## src/rtl/boot_loader_pkg.sv

```systemverilog
// Shared definitions for the boot loader: FSM state encoding and the
// width of the big-endian length header that precedes the image.
// Optional feature macro: CHECKSUM_EN adds the CHK state.
package boot_loader_pkg;

  localparam int LEN_W = 16;

  typedef enum logic [2:0] {
    IDLE   = 3'd0,
    LEN_HI = 3'd1,
    LEN_LO = 3'd2,
    DATA   = 3'd3,
`ifdef CHECKSUM_EN
    CHK    = 3'd4,
`endif
    DONE   = 3'd5,
    ERR    = 3'd6
  } state_t;

endpackage

```

## src/rtl/boot_loader_byte_counter.sv

```systemverilog
// Byte counter for the load session. One bit wider than the address so a
// full-memory image (LEN = 2^ADDR_W) reaches its terminal count without
// wrapping. 'last' flags that the byte about to be accepted is byte LEN-1.
module loader_byte_counter
  import boot_loader_pkg::*;
#(
  parameter int ADDR_W = 8
) (
  input  logic              clk,
  input  logic              reset,
  input  logic              clr,
  input  logic              inc,
  input  logic [LEN_W-1:0]  len,
  output logic [ADDR_W-1:0] addr,
  output logic              last
);

  localparam int CMP_W = (ADDR_W + 1 > LEN_W) ? ADDR_W + 1 : LEN_W;

  logic [ADDR_W:0]  count;
  logic [CMP_W-1:0] count_ext;
  logic [CMP_W-1:0] len_ext;

  assign count_ext = CMP_W'(count);
  assign len_ext   = CMP_W'(len);
  assign last      = (count_ext + CMP_W'(1)) == len_ext;
  assign addr      = count[ADDR_W-1:0];

  // count accepted data bytes; cleared at the start of every session
  always_ff @(posedge clk or negedge reset) begin
    if (!reset)
      count <= '0;
    else if (clr)
      count <= '0;
    else if (inc)
      count <= count + 1'b1;
  end

endmodule

```

## src/rtl/boot_loader.sv

```systemverilog
// Boot loader: receives a length-prefixed byte stream and writes it into
// instruction memory from address 0 while holding the CPU in reset.
// Releases the CPU (done=1, cpu_hold=0) only after a complete, valid load.
// Optional feature macro: CHECKSUM_EN -- a trailing XOR byte must match.
//
// state  | meaning
// IDLE   | waiting for start after reset
// LEN_HI | expecting length MSB
// LEN_LO | expecting length LSB, then validating LEN
// DATA   | writing image bytes to memory
// CHK    | expecting checksum byte (CHECKSUM_EN only)
// DONE   | load complete, CPU released
// ERR    | load aborted, CPU held
module boot_loader
  import boot_loader_pkg::*;
#(
  parameter int ADDR_W = 8
) (
  input  logic              clk,
  input  logic              reset,
  input  logic              start,
  input  logic              s_valid,
  input  logic [7:0]        s_data,
  output logic              s_ready,
  output logic              mem_we,
  output logic [ADDR_W-1:0] mem_addr,
  output logic [7:0]        mem_wdata,
  output logic              cpu_hold,
  output logic              done,
  output logic              err
);

  localparam logic [LEN_W:0] MAX_LEN = (LEN_W + 1)'(2 ** ADDR_W);

  state_t            state;
  logic [LEN_W-1:0]  len;
  logic [LEN_W-1:0]  len_next;
  logic              len_bad;
  logic              accept;
  logic              session_go;
  logic              cnt_inc;
  logic [ADDR_W-1:0] cnt_addr;
  logic              cnt_last;
`ifdef CHECKSUM_EN
  logic [7:0]        csum;
`endif

  // handshake, session start and length validation decode
  always_comb begin
    accept     = s_valid & s_ready;
    session_go = start & ((state == IDLE) | (state == DONE) | (state == ERR));
    cnt_inc    = accept & (state == DATA);
    len_next   = {len[LEN_W-1:8], s_data};
    len_bad    = (len_next == '0) | ({1'b0, len_next} > MAX_LEN) | (len_next[1:0] != 2'b00);
  end

  loader_byte_counter #(.ADDR_W(ADDR_W)) u_counter (
    .clk   (clk),
    .reset (reset),
    .clr   (session_go),
    .inc   (cnt_inc),
    .len   (len),
    .addr  (cnt_addr),
    .last  (cnt_last)
  );

  // session FSM with registered outputs
  always_ff @(posedge clk or negedge reset) begin
    if (!reset) begin
      state     <= IDLE;
      len       <= '0;
      s_ready   <= 1'b0;
      mem_we    <= 1'b0;
      mem_addr  <= '0;
      mem_wdata <= '0;
      cpu_hold  <= 1'b1;
      done      <= 1'b0;
      err       <= 1'b0;
`ifdef CHECKSUM_EN
      csum      <= '0;
`endif
    end else begin
      mem_we <= 1'b0;
      if (session_go) begin
        state    <= LEN_HI;
        s_ready  <= 1'b1;
        cpu_hold <= 1'b1;
        done     <= 1'b0;
        err      <= 1'b0;
`ifdef CHECKSUM_EN
        csum     <= '0;
`endif
      end else begin
        case (state)
          LEN_HI: if (accept) begin
            len[LEN_W-1:8] <= s_data;
            state          <= LEN_LO;
          end
          LEN_LO: if (accept) begin
            len[7:0] <= s_data;
            if (len_bad) begin
              state   <= ERR;
              s_ready <= 1'b0;
              err     <= 1'b1;
            end else begin
              state <= DATA;
            end
          end
          DATA: if (accept) begin
            mem_we    <= 1'b1;
            mem_addr  <= cnt_addr;
            mem_wdata <= s_data;
`ifdef CHECKSUM_EN
            csum      <= csum ^ s_data;
            if (cnt_last)
              state <= CHK;
`else
            if (cnt_last) begin
              state   <= DONE;
              s_ready <= 1'b0;
            end
`endif
          end
`ifdef CHECKSUM_EN
          CHK: if (accept) begin
            s_ready <= 1'b0;
            if (s_data == csum) begin
              state <= DONE;
            end else begin
              state <= ERR;
              err   <= 1'b1;
            end
          end
`endif
          // release the CPU one cycle after entry, i.e. after the last write
          DONE: begin
            done     <= 1'b1;
            cpu_hold <= 1'b0;
          end
          default: ;
        endcase
      end
    end
  end

endmodule

```

## config.mk

```make
export PLATFORM = sky130hd
export DESIGN_NAME = boot_loader
export DESIGN_NICKNAME = d
export VERILOG_FILES = /design/src/rtl/boot_loader_pkg.sv /design/src/rtl/boot_loader_byte_counter.sv /design/src/rtl/boot_loader.sv
export SDC_FILE = /design/constraint.sdc
export NUM_CORES = 1
export LEC_CHECK = 0
export ABC_AREA = 1
export CORE_MARGIN = 5
export CORE_UTILIZATION = 36
export CTS_CLUSTER_SIZE = 24
export DETAILED_ROUTE_END_ITERATION = 8
export PLACE_DENSITY = 0.56
export SYNTH_ARGS = -nofsm -noshare
export SYNTH_HDL_FRONTEND = slang
export SYNTH_HIERARCHICAL = 1
export SYNTH_SLANG_ARGS = --single-unit
```

## constraint.sdc

```tcl
create_clock -name clk -period 2.2 [get_ports clk]
set_input_delay 0.44 -clock clk [delete_from_list [all_inputs] [get_ports clk]]
set_output_delay 0.44 -clock clk [all_outputs]
set_load 0.005 [all_outputs]
```

==> results.toml, run 1 <==
[floorplanning]
die_y_um = 96.2
initial_utilization = 0.369
dieArea_mm2 = 0.00925
die_w_um = 96.2
ioPinCount = 33
fp.coreArea_mm2 = 0.00725
placement_rows = 31

[layout]
layout-area-overhead-vs-synth_pct = 19.3
antenna-diode-count = 0
finalNetCount = 402
drive_above_1_share = 0.118
layout.cells.most_common = "nand2_1"
finish.utilization = 0.440
most-common-layout-cells = "nand2_1, dfrtp_1, inv_1"

[yosys]
syn-cell-area_mm2 = 0.00267
syn_nets = 371
ys_warn_count = 6
post_synth_num_cell_types = 27
mapped_cells = 358
synth.ff_latch_count = 49
synth.yosys.seq_area_share = 0.459
syn_avg_cell_area_um2 = 7.47

[power]
power.density_cell_area_mw_per_mm2 = 1160
ir_drop_v = 0.000476
leakage_nw = 1.59

[worst_setup_path]
critPathMaxStageDelay_ns = 0.39
timing.critical_path.arrival_ns = 2.21
required_ns = 2.45
slowest_stage_cell_cp = "dfrtp_1"
crit-reg2reg-capture = "state[1]"
cp-end-kind = "register"
path_cells = "ha_1 > nand2_2 > nor2_4 > nand3_1 > nand2_1 > nand2_1 > nand2_1 > nand3_2 > nor2_2 > or2_1 > nand2_1 > nor2_1 > nand2_1 > nand2_1"
path_max_fanout = 5
timing.critical_path.from_type = "register"
path_class = "reg2reg"
reg2regPathDepth = 14
reg2reg_from = "u_counter/count[0]"
r2r_slack_ns = 0.25
crit_top_cell = "nand2_1"

[routing]
drtIter0Drc = 129
drt_pass1_iterations = 4
antenna_violating_nets_left = 0
drc = 0
vias_per_cell = 4.57
via_count = 2237
wl_mm = 5.87
routed_wire_length_per_instance_um = 12.0

[placed_design]
gp_congestion = 0.856
placement.io_buffers = 32
dp.final_hpwl_mm = 4.40

[outcome]
run_status = "complete, no violations"

[sta]
fin_crit_ns = 1.95
timing.slew.headroom = 0.681
transition_at_the_pin_with_the_smallest_max_transition_slack_ns = 0.477
grt_setup_unrepaired = "false"
timing.clock.skew_ns = 0.00764
fin_tns_setup_ns = 0
fmax_mhz = 512
min_period_over_period = 0.888
drv_slew = 0
final_hold_viol_count = 0
finalSetupViolCount = 0

[grt]
global_router_s_overall_resource_usage = 0.143
antenna_found_initial = 0
grt_first_pass_wirelength_mm = 10.2
vias_in_the_first_global_route = 2147
gr-total-overflow = 0
grt_start_max_net_pins = 33

[clock_tree]
hold_fix_buffer_count_after_cts = 0
cts.sinks = 49
post_cts.resized_instances = 0
htree_depth = 2
post-cts-setup-buffer-count = 0
clk_transition_reported_paths_ns = 0.10
clock_tree.root_cell = "clkbuf_8"
cts_buffers = 5
clk_path_buf_depth = 2
cts_tree = "built"
clk-insertion-delay-late_ns = 0.31

[min_path]
min-delay-path-class = "in2async"

[run]
cap_viol_max_count = 0
==> state kept, by name, summed over array words and instances (netlist names) <==
signal           flops
mem_wdata            8
u_counter/count      9
mem_addr             8
s_ready              1
state                3
cpu_hold             1
done                 1
err                  1
mem_we               1
len                 16
==> logic make-up after synthesis <==
kind of cell	after synthesis	share of synthesized area
flip-flops	49	0.459
AO/OA/AOI/OAI	40	0.0866
AND/OR/NAND/NOR	203	0.336
buffers and inverters	65	0.114
adder cells (fa/ha/maj)	1	0.00468
==> cell type report <==
cell class	count	area, µm²
Fill cell	752	4060
Sequential cell	49	1230
Multi-Input combinational cell	244	1140
Timing Repair Buffer	37	365
Inverter	52	195
Tap cell	99	124
Clock buffer	5	68.8
Clock inverter	3	68.8
==> synth_stat cells <==
| master | n | share of area |
|---|---|---|
| a21oi_1 | 3 | 0.0056 |
| or2_2 | 1 | 0.0023 |
| dfstp_2 | 1 | 0.0098 |
| nor3_1 | 2 | 0.0037 |
| nand2_4 | 1 | 0.0042 |
| o21bai_1 | 1 | 0.0028 |
| nand3_2 | 4 | 0.015 |
| buf_6 | 4 | 0.017 |
| o22ai_1 | 5 | 0.012 |
| o21ai_0 | 4 | 0.0075 |
| nand2_1 | 125 | 0.18 |
| nor2_2 | 3 | 0.0070 |
| buf_2 | 1 | 0.0019 |
| o21ai_1 | 21 | 0.039 |
| inv_2 | 5 | 0.0070 |
| dfrtp_1 | 48 | 0.45 |
| inv_1 | 47 | 0.066 |
| or2_1 | 2 | 0.0047 |
| nor2_1 | 28 | 0.039 |
| nand4_1 | 2 | 0.0047 |
| buf_4 | 8 | 0.022 |
| nand3_1 | 21 | 0.039 |
| nand2_2 | 8 | 0.019 |
| ha_1 | 1 | 0.0047 |
| nor2_4 | 3 | 0.013 |
| nand3b_1 | 3 | 0.0084 |
| o21ai_2 | 6 | 0.020 |
==> metrics by stage <==
step / std cells / hold WS, ns / total power (W) / instance area [µm²] / setup WS (ns)
after floorplan: 358 / 0.144 / 0.00241 / 2670 / 0.443
after global placement: 481 / 0.414 / 0.00292 / 3050 / 0.241
after detailed placement: 481 / 0.414 / 0.00294 / 3050 / 0.209
after CTS: 489 / 0.0735 / 0.00374 / 3190 / 0.268
after global routing: 489 / 0.0954 / 0.00405 / 3190 / 0.0362
final: 489 / 0.0688 / 0.00370 / 3190 / 0.246
==> per-layer routing <==
layer / GRT usage / vias up / routed length [µm]
li1: - / 1164 / -
met1: 0.188 / 1012 / 2840
met2: 0.227 / 50 / 2620
met3: 0.0305 / 11 / 249
met4: 0.0604 / 0 / 160
met5: 0 / - / 0
==> where the power goes <==
group / internal [W] / switching [W]
clock: 0.000458 / 0.000326
combinational: 0.000668 / 0.000793
sequential: 0.00121 / 0.000245
total: 0.00234 / 0.00136
==> critical path: cells and delay by family (launching register included) <==
kind | cells | cell delay, ns
adders and majority gates | 1 | 0.20
and+or+nand+nor | 13 | 1.31
DFF | 1 | 0.39
==> how the worst max path moves through the flow <==
stage / from / cells past startpoint / endpoint / slack, ns
final: u_counter/count[0] / 14 / state[1] / 0.25
after global routing: u_counter/count[0] / 15 / state[1] / 0.04
after CTS: u_counter/count[0] / 12 / state[1] / 0.27
after detailed placement: s_data[1] / 11 / state[2] / 0.21
after global placement: s_data[1] / 11 / state[2] / 0.24
after floorplan: u_counter/count[0] / 14 / state[1] / 0.44
(Power assumes the default switching activity.)
==> run 2, diff against run 1 <==
==> constraint.sdc (replaced) <==
create_clock -name clk -period 2.2 [get_ports clk]
set_input_delay 0.22 -clock clk [delete_from_list [all_inputs] [get_ports clk]]
set_output_delay 0.22 -clock clk [all_outputs]
set_load 0.005 [all_outputs]
==> run 2 against run 1 <==
Against the previous run:
- routed wire length shrank 3.7%
- largest cell class unchanged
- cell count shrank 0.20%
- setup slack gained 0.016 ns
- largest power group is now registers
- critical path type unchanged
- critical path depth shrank 2
==> results.toml, run 2 (synthesis results as in run 1) <==
[sta]
grt_setup_unrepaired = "false"
timing.slew.headroom = 0.702
transition_at_the_pin_with_the_smallest_max_transition_slack_ns = 0.447
min_period_over_period = 0.881
drv_slew = 0
timing.clock.skew_ns = 0.0115
final_hold_viol_count = 0
fin_tns_setup_ns = 0
finalSetupViolCount = 0
fmax_mhz = 516
fin_crit_ns = 1.94

[grt]
vias_in_the_first_global_route = 2077
gr-total-overflow = 0
global_router_s_overall_resource_usage = 0.137
grt_first_pass_wirelength_mm = 9.80
antenna_found_initial = 0
grt_start_max_net_pins = 50

[clock_tree]
cts.sinks = 49
htree_depth = 2
post-cts-setup-buffer-count = 0
cts_tree = "built"
clk_transition_reported_paths_ns = 0.10
clk_path_buf_depth = 2
cts_buffers = 5
clk-insertion-delay-late_ns = 0.31
clock_tree.root_cell = "clkbuf_8"

[power]
p_int_w = 0.00211
power.share.sequential = 0.422
total_switching_power_w = 0.00136
leakage_nw = 1.56
clock_power_share = 0.167
power.density_cell_area_mw_per_mm2 = 1100
comb_power_share = 0.412
ir_drop_v = 0.000388
power_switching_share = 0.393

[floorplanning]
initial_utilization = 0.369
ioPinCount = 33
dieArea_mm2 = 0.00925
die_w_um = 96.2
placement_rows = 31
fp.coreArea_mm2 = 0.00725
die_y_um = 96.2

[routing]
wl_mm = 5.65
vias_per_cell = 4.45
routed_wire_length_per_instance_um = 11.6
drc = 0
antenna_violating_nets_left = 0
via_count = 2171
drtIter0Drc = 78
drt_pass1_iterations = 4

[worst_setup_path]
timing.critical_path.from_type = "register"
path_max_fanout = 5
path_class = "reg2reg"
required_ns = 2.45
cp-end-kind = "register"
timing.critical_path.arrival_ns = 2.19

[placed_design]
dp.final_hpwl_mm = 4.23
placement.io_buffers = 32
gp_congestion = 0.873
place_area_mm2 = 0.00304

[layout]
most-common-layout-cells = "nand2_1, inv_1, dfrtp_1"
antenna-diode-count = 0
largest_register_ffs = 16
drive_above_1_share = 0.116
reg_top3 = "len: 16 flops, u_counter/count: 9 flops"
registers.top_by_ff_count = "len"
layout-area-overhead-vs-synth_pct = 17.7
finalNetCount = 401
design_area_mm2 = 0.00315
layout.cells.most_common = "nand2_1"

[run]
cap_viol_max_count = 0

[outcome]
run_status = "complete, no violations"

[min_path]
min-delay-path-class = "in2async"
-- run 2: cell count changes in the layout (fill, tap and decap cells not counted) --
cell	delta
bufinv_16	-2
dfrtp_1	-1
buf_4	-2
dfrtp_2	+1
inv_8	+1
clkinv_4	+1
dlygate4sd3_1	+1
-- run 2: final timing paths --
check,startpoint,endpoint,slack [ns],depth (start not counted)
setup / recovery,u_counter/count[1],state[1],0.26,12
hold / removal,reset,mem_addr[2],0.44,3
setup reg to reg,u_counter/count[1],state[1],0.26,12
hold reg to reg,mem_addr[7],mem_addr[7],0.48,2
max in group asynchronous,reset,cpu_hold,1.49,3
min in group clk,mem_addr[7],mem_addr[7],0.48,2
-- run 2: area by class of cell --
| class | count | area, µm² |
|---|---|---|
| clock buffers | 5 | 68.8 |
| fillers | 769 | 4110 |
| inverters | 52 | 195 |
| well taps | 99 | 124 |
| multi-input cells | 244 | 1140 |
| repair buffers | 36 | 360 |
| clock inverters | 3 | 28.8 |
| flip-flops and latches | 49 | 1230 |
-- run 2: layer usage --
metal | GRT usage | vias up | part of all wire
li1 | - | 1161 | -
met1 | 0.182 | 967 | 0.50
met2 | 0.217 | 37 | 0.44
met3 | 0.0344 | 6 | 0.045
met4 | 0.0427 | 0 | 0.014
met5 | 0 | - | 0
-- run 2: critical path, stage by stage (launching register included) --
cell and delay [ns]:
dfrtp_1 0.43, ha_1 0.20, nand2_2 0.11, o21ai_1 0.24, a21oi_1 0.11, nor2_1 0.11
nand3_1 0.10, nor2_2 0.11, or2_1 0.10, nand2_1 0.06, nor2_1 0.18, nand2_1 0.07
nand2_1 0.06
-- run 2: timing repair --
action | 4_1_cts | 5_1_grt
hold buffers | 1 | 0
setup endpoints to repair | 0 | 2
endpoints found under the hold margin | 48 | 0
gates resized for setup | 0 | 1
-- run 2: power groups by stage --
stage	clock (W)	combinational [W]	sequential [W]
after floorplan	0	0.000974	0.00143
after global placement	0	0.00143	0.00147
after detailed placement	0	0.00144	0.00148
after CTS	0.000606	0.00145	0.00146
after global routing	0.000644	0.00165	0.00152
final	0.000579	0.00143	0.00146
-- run 2: through the flow --
stage                     power, W  cells  setup slack (ns)  utilization  hold slack (ns)
after CTS                  0.00352    488             0.227        0.434            0.422
after global routing       0.00382    488            0.0220        0.434            0.458
after floorplan            0.00241    358             0.443            -          -0.0756
after global placement     0.00291    479             0.292        0.419            0.230
final                      0.00347    488             0.262        0.434            0.437
after detailed placement   0.00292    479             0.252        0.419            0.232
==> run 3, diff against run 2 <==
- CORE_MARGIN: 5 -> 2
==> run 3 against run 2 <==
Against the previous run:
- clock skew decreased by 0.0073 ns
- routed wire length decreased by 3.0%
- sequential share of layout area increased by 0.42 points
- clock power decreased by 8.5%
- utilization decreased by 0.23 points
- critical path depth unchanged
- setup slack got worse by 0.016 ns
- final area decreased by 1.1%
- cell count decreased by 0.41%
- hold slack got worse by 0.42 ns
- fmax decreased by 0.81%
- clock-buffer cell count increased by 2
- critical endpoint is now state[2]
- highest routed layer unchanged
==> results.toml, run 3 (synthesis results as in run 1) <==
[outcome]
run_status = "complete, no violations"

[worst_setup_path]
cpLargestDelayFamily = "simple AND/OR/NAND/NOR gates"
cp.buffers_inverters = 0
timing.critical_path.arrival_ns = 2.20
path_class = "reg2reg"
path_max_fanout = 5
critPathMaxStageDelay_ns = 0.43
timing.critical_path.from_type = "register"
path_cells = "ha_1 > nand2_2 > o21ai_1 > a21oi_1 > nor2_1 > nand3_1 > nor2_2 > or2_1 > nand2_1 > nor2_1 > nand2_1 > nand2_1"
cp-end-kind = "register"
required_ns = 2.44
crit_top_cell = "nand2_1"
slowest_stage_cell_cp = "dfrtp_1"

[layout]
drive_above_1_share = 0.111
antenna-diode-count = 0
design_area_mm2 = 0.00311
finalNetCount = 400
largest_register_ffs = 16
most-common-layout-cells = "nand2_1, inv_1, dfrtp_1"
finish.utilization = 0.431
layout.cells.most_common = "nand2_1"
layout-area-overhead-vs-synth_pct = 16.4
reg_top3 = "len: 16 flops, u_counter/count: 9 flops"
registers.top_by_ff_count = "len"

[power]
total_switching_power_w = 0.00130
power.density_cell_area_mw_per_mm2 = 1100
leakage_nw = 1.54
p_int_w = 0.00211
ir_drop_v = 0.000461
comb_power_share = 0.416
clock_power_share = 0.155
power.share.sequential = 0.428
power_switching_share = 0.381

[clock_tree]
clk-insertion-delay-late_ns = 0.30
cts.sinks = 49
cts_tree = "built"
clock_tree.root_cell = "clkbuf_8"
clk_transition_reported_paths_ns = 0.08
hold_fix_buffer_count_after_cts = 0
clk_path_buf_depth = 2
post-cts-setup-buffer-count = 0
cts_buffers = 5
htree_depth = 2

[placed_design]
place_area_mm2 = 0.00303
dp.final_hpwl_mm = 4.12
gp_congestion = 0.831
placement.io_buffers = 32

[sta]
min_period_over_period = 0.888
final_hold_viol_count = 0
fmax_mhz = 512
grt_setup_unrepaired = "false"
fin_tns_setup_ns = 0
drv_slew = 0
transition_at_the_pin_with_the_smallest_max_transition_slack_ns = 0.611
finalSetupViolCount = 0
fin_crit_ns = 1.95
timing.clock.skew_ns = 0.00418
timing.slew.headroom = 0.593

[routing]
wl_mm = 5.48
via_count = 2189
drc = 0
antenna_violating_nets_left = 0
drt_pass1_iterations = 4
vias_per_cell = 4.50
drtIter0Drc = 70
routed_wire_length_per_instance_um = 11.3

[floorplanning]
initial_utilization = 0.371
placement_rows = 31
ioPinCount = 33
fp.coreArea_mm2 = 0.00721
die_w_um = 90.2
die_y_um = 90.2
dieArea_mm2 = 0.00813

[grt]
grt_start_max_net_pins = 50
grt_first_pass_wirelength_mm = 9.52
gr-total-overflow = 0
vias_in_the_first_global_route = 2080
antenna_found_initial = 0
global_router_s_overall_resource_usage = 0.146

[min_path]
min-delay-path-class = "in2async"

[run]
cap_viol_max_count = 0
-- run 3: cell types whose count changed in the layout (fill, tap and decap cells not counted), sizes merged --
cell         change
dlygate4sd3      -1
clkinv           -1
clkbuf           +2
inv              -2
-- run 3: area by class of cell --
type	instances	area, µm²
multi-input cells	244	1140
well taps	99	124
clock buffers	7	86.3
inverters	52	195
fillers	777	4100
repair buffers	35	338
flip-flops and latches	49	1230
-- run 3: power groups by stage --
stage,logic [W],registers (W),clock network [W]
floorplan,0.000974,0.00143,0
global placement,0.00143,0.00147,0
detailed placement,0.00144,0.00148,0
CTS,0.00145,0.00147,0.000554
global route,0.00164,0.00152,0.000585
finish,0.00142,0.00146,0.000530
-- run 3: repair_timing --
| item | CTS | global route |
|---|---|---|
| setup endpoints to repair | 0 | 2 |
| hold endpoints to repair | 0 | 0 |
| gates resized for setup | 0 | 1 |
-- run 3: metal layers --
layer / vias up / GRT usage / routed length, µm / share of wire
li1: 1158 / - / - / -
met1: 989 / 0.201 / 2820 / 0.51
met2: 35 / 0.231 / 2420 / 0.44
met3: 7 / 0.0268 / 167 / 0.030
met4: 0 / 0.0500 / 72 / 0.013
met5: - / 0 / 0 / 0
-- run 3: through the flow --
stage	setup slack (ns)	cells	power [W]	hold WS [ns]
final	0.246	486	0.00342	0.0157
after global routing	0.0264	486	0.00375	0.0650
after CTS	0.218	486	0.00347	0.0366
after detailed placement	0.217	479	0.00292	0.366
after global placement	0.298	479	0.00290	0.368
after floorplan	0.443	358	0.00241	-0.0756
-- run 3: final timing paths --
check                           slack, ns  depth (start not counted)                from                 end
worst min-delay path                 0.02                          2               reset         mem_addr[1]
min in group clk                     0.47                          2         mem_addr[2]         mem_addr[2]
worst max register to register       0.25                         12  u_counter/count[1]            state[2]
max in group asynchronous            1.75                          2               reset  u_counter/count[0]
worst min register to register       0.47                          2         mem_addr[2]         mem_addr[2]
worst max-delay path                 0.25                         12  u_counter/count[1]            state[2]
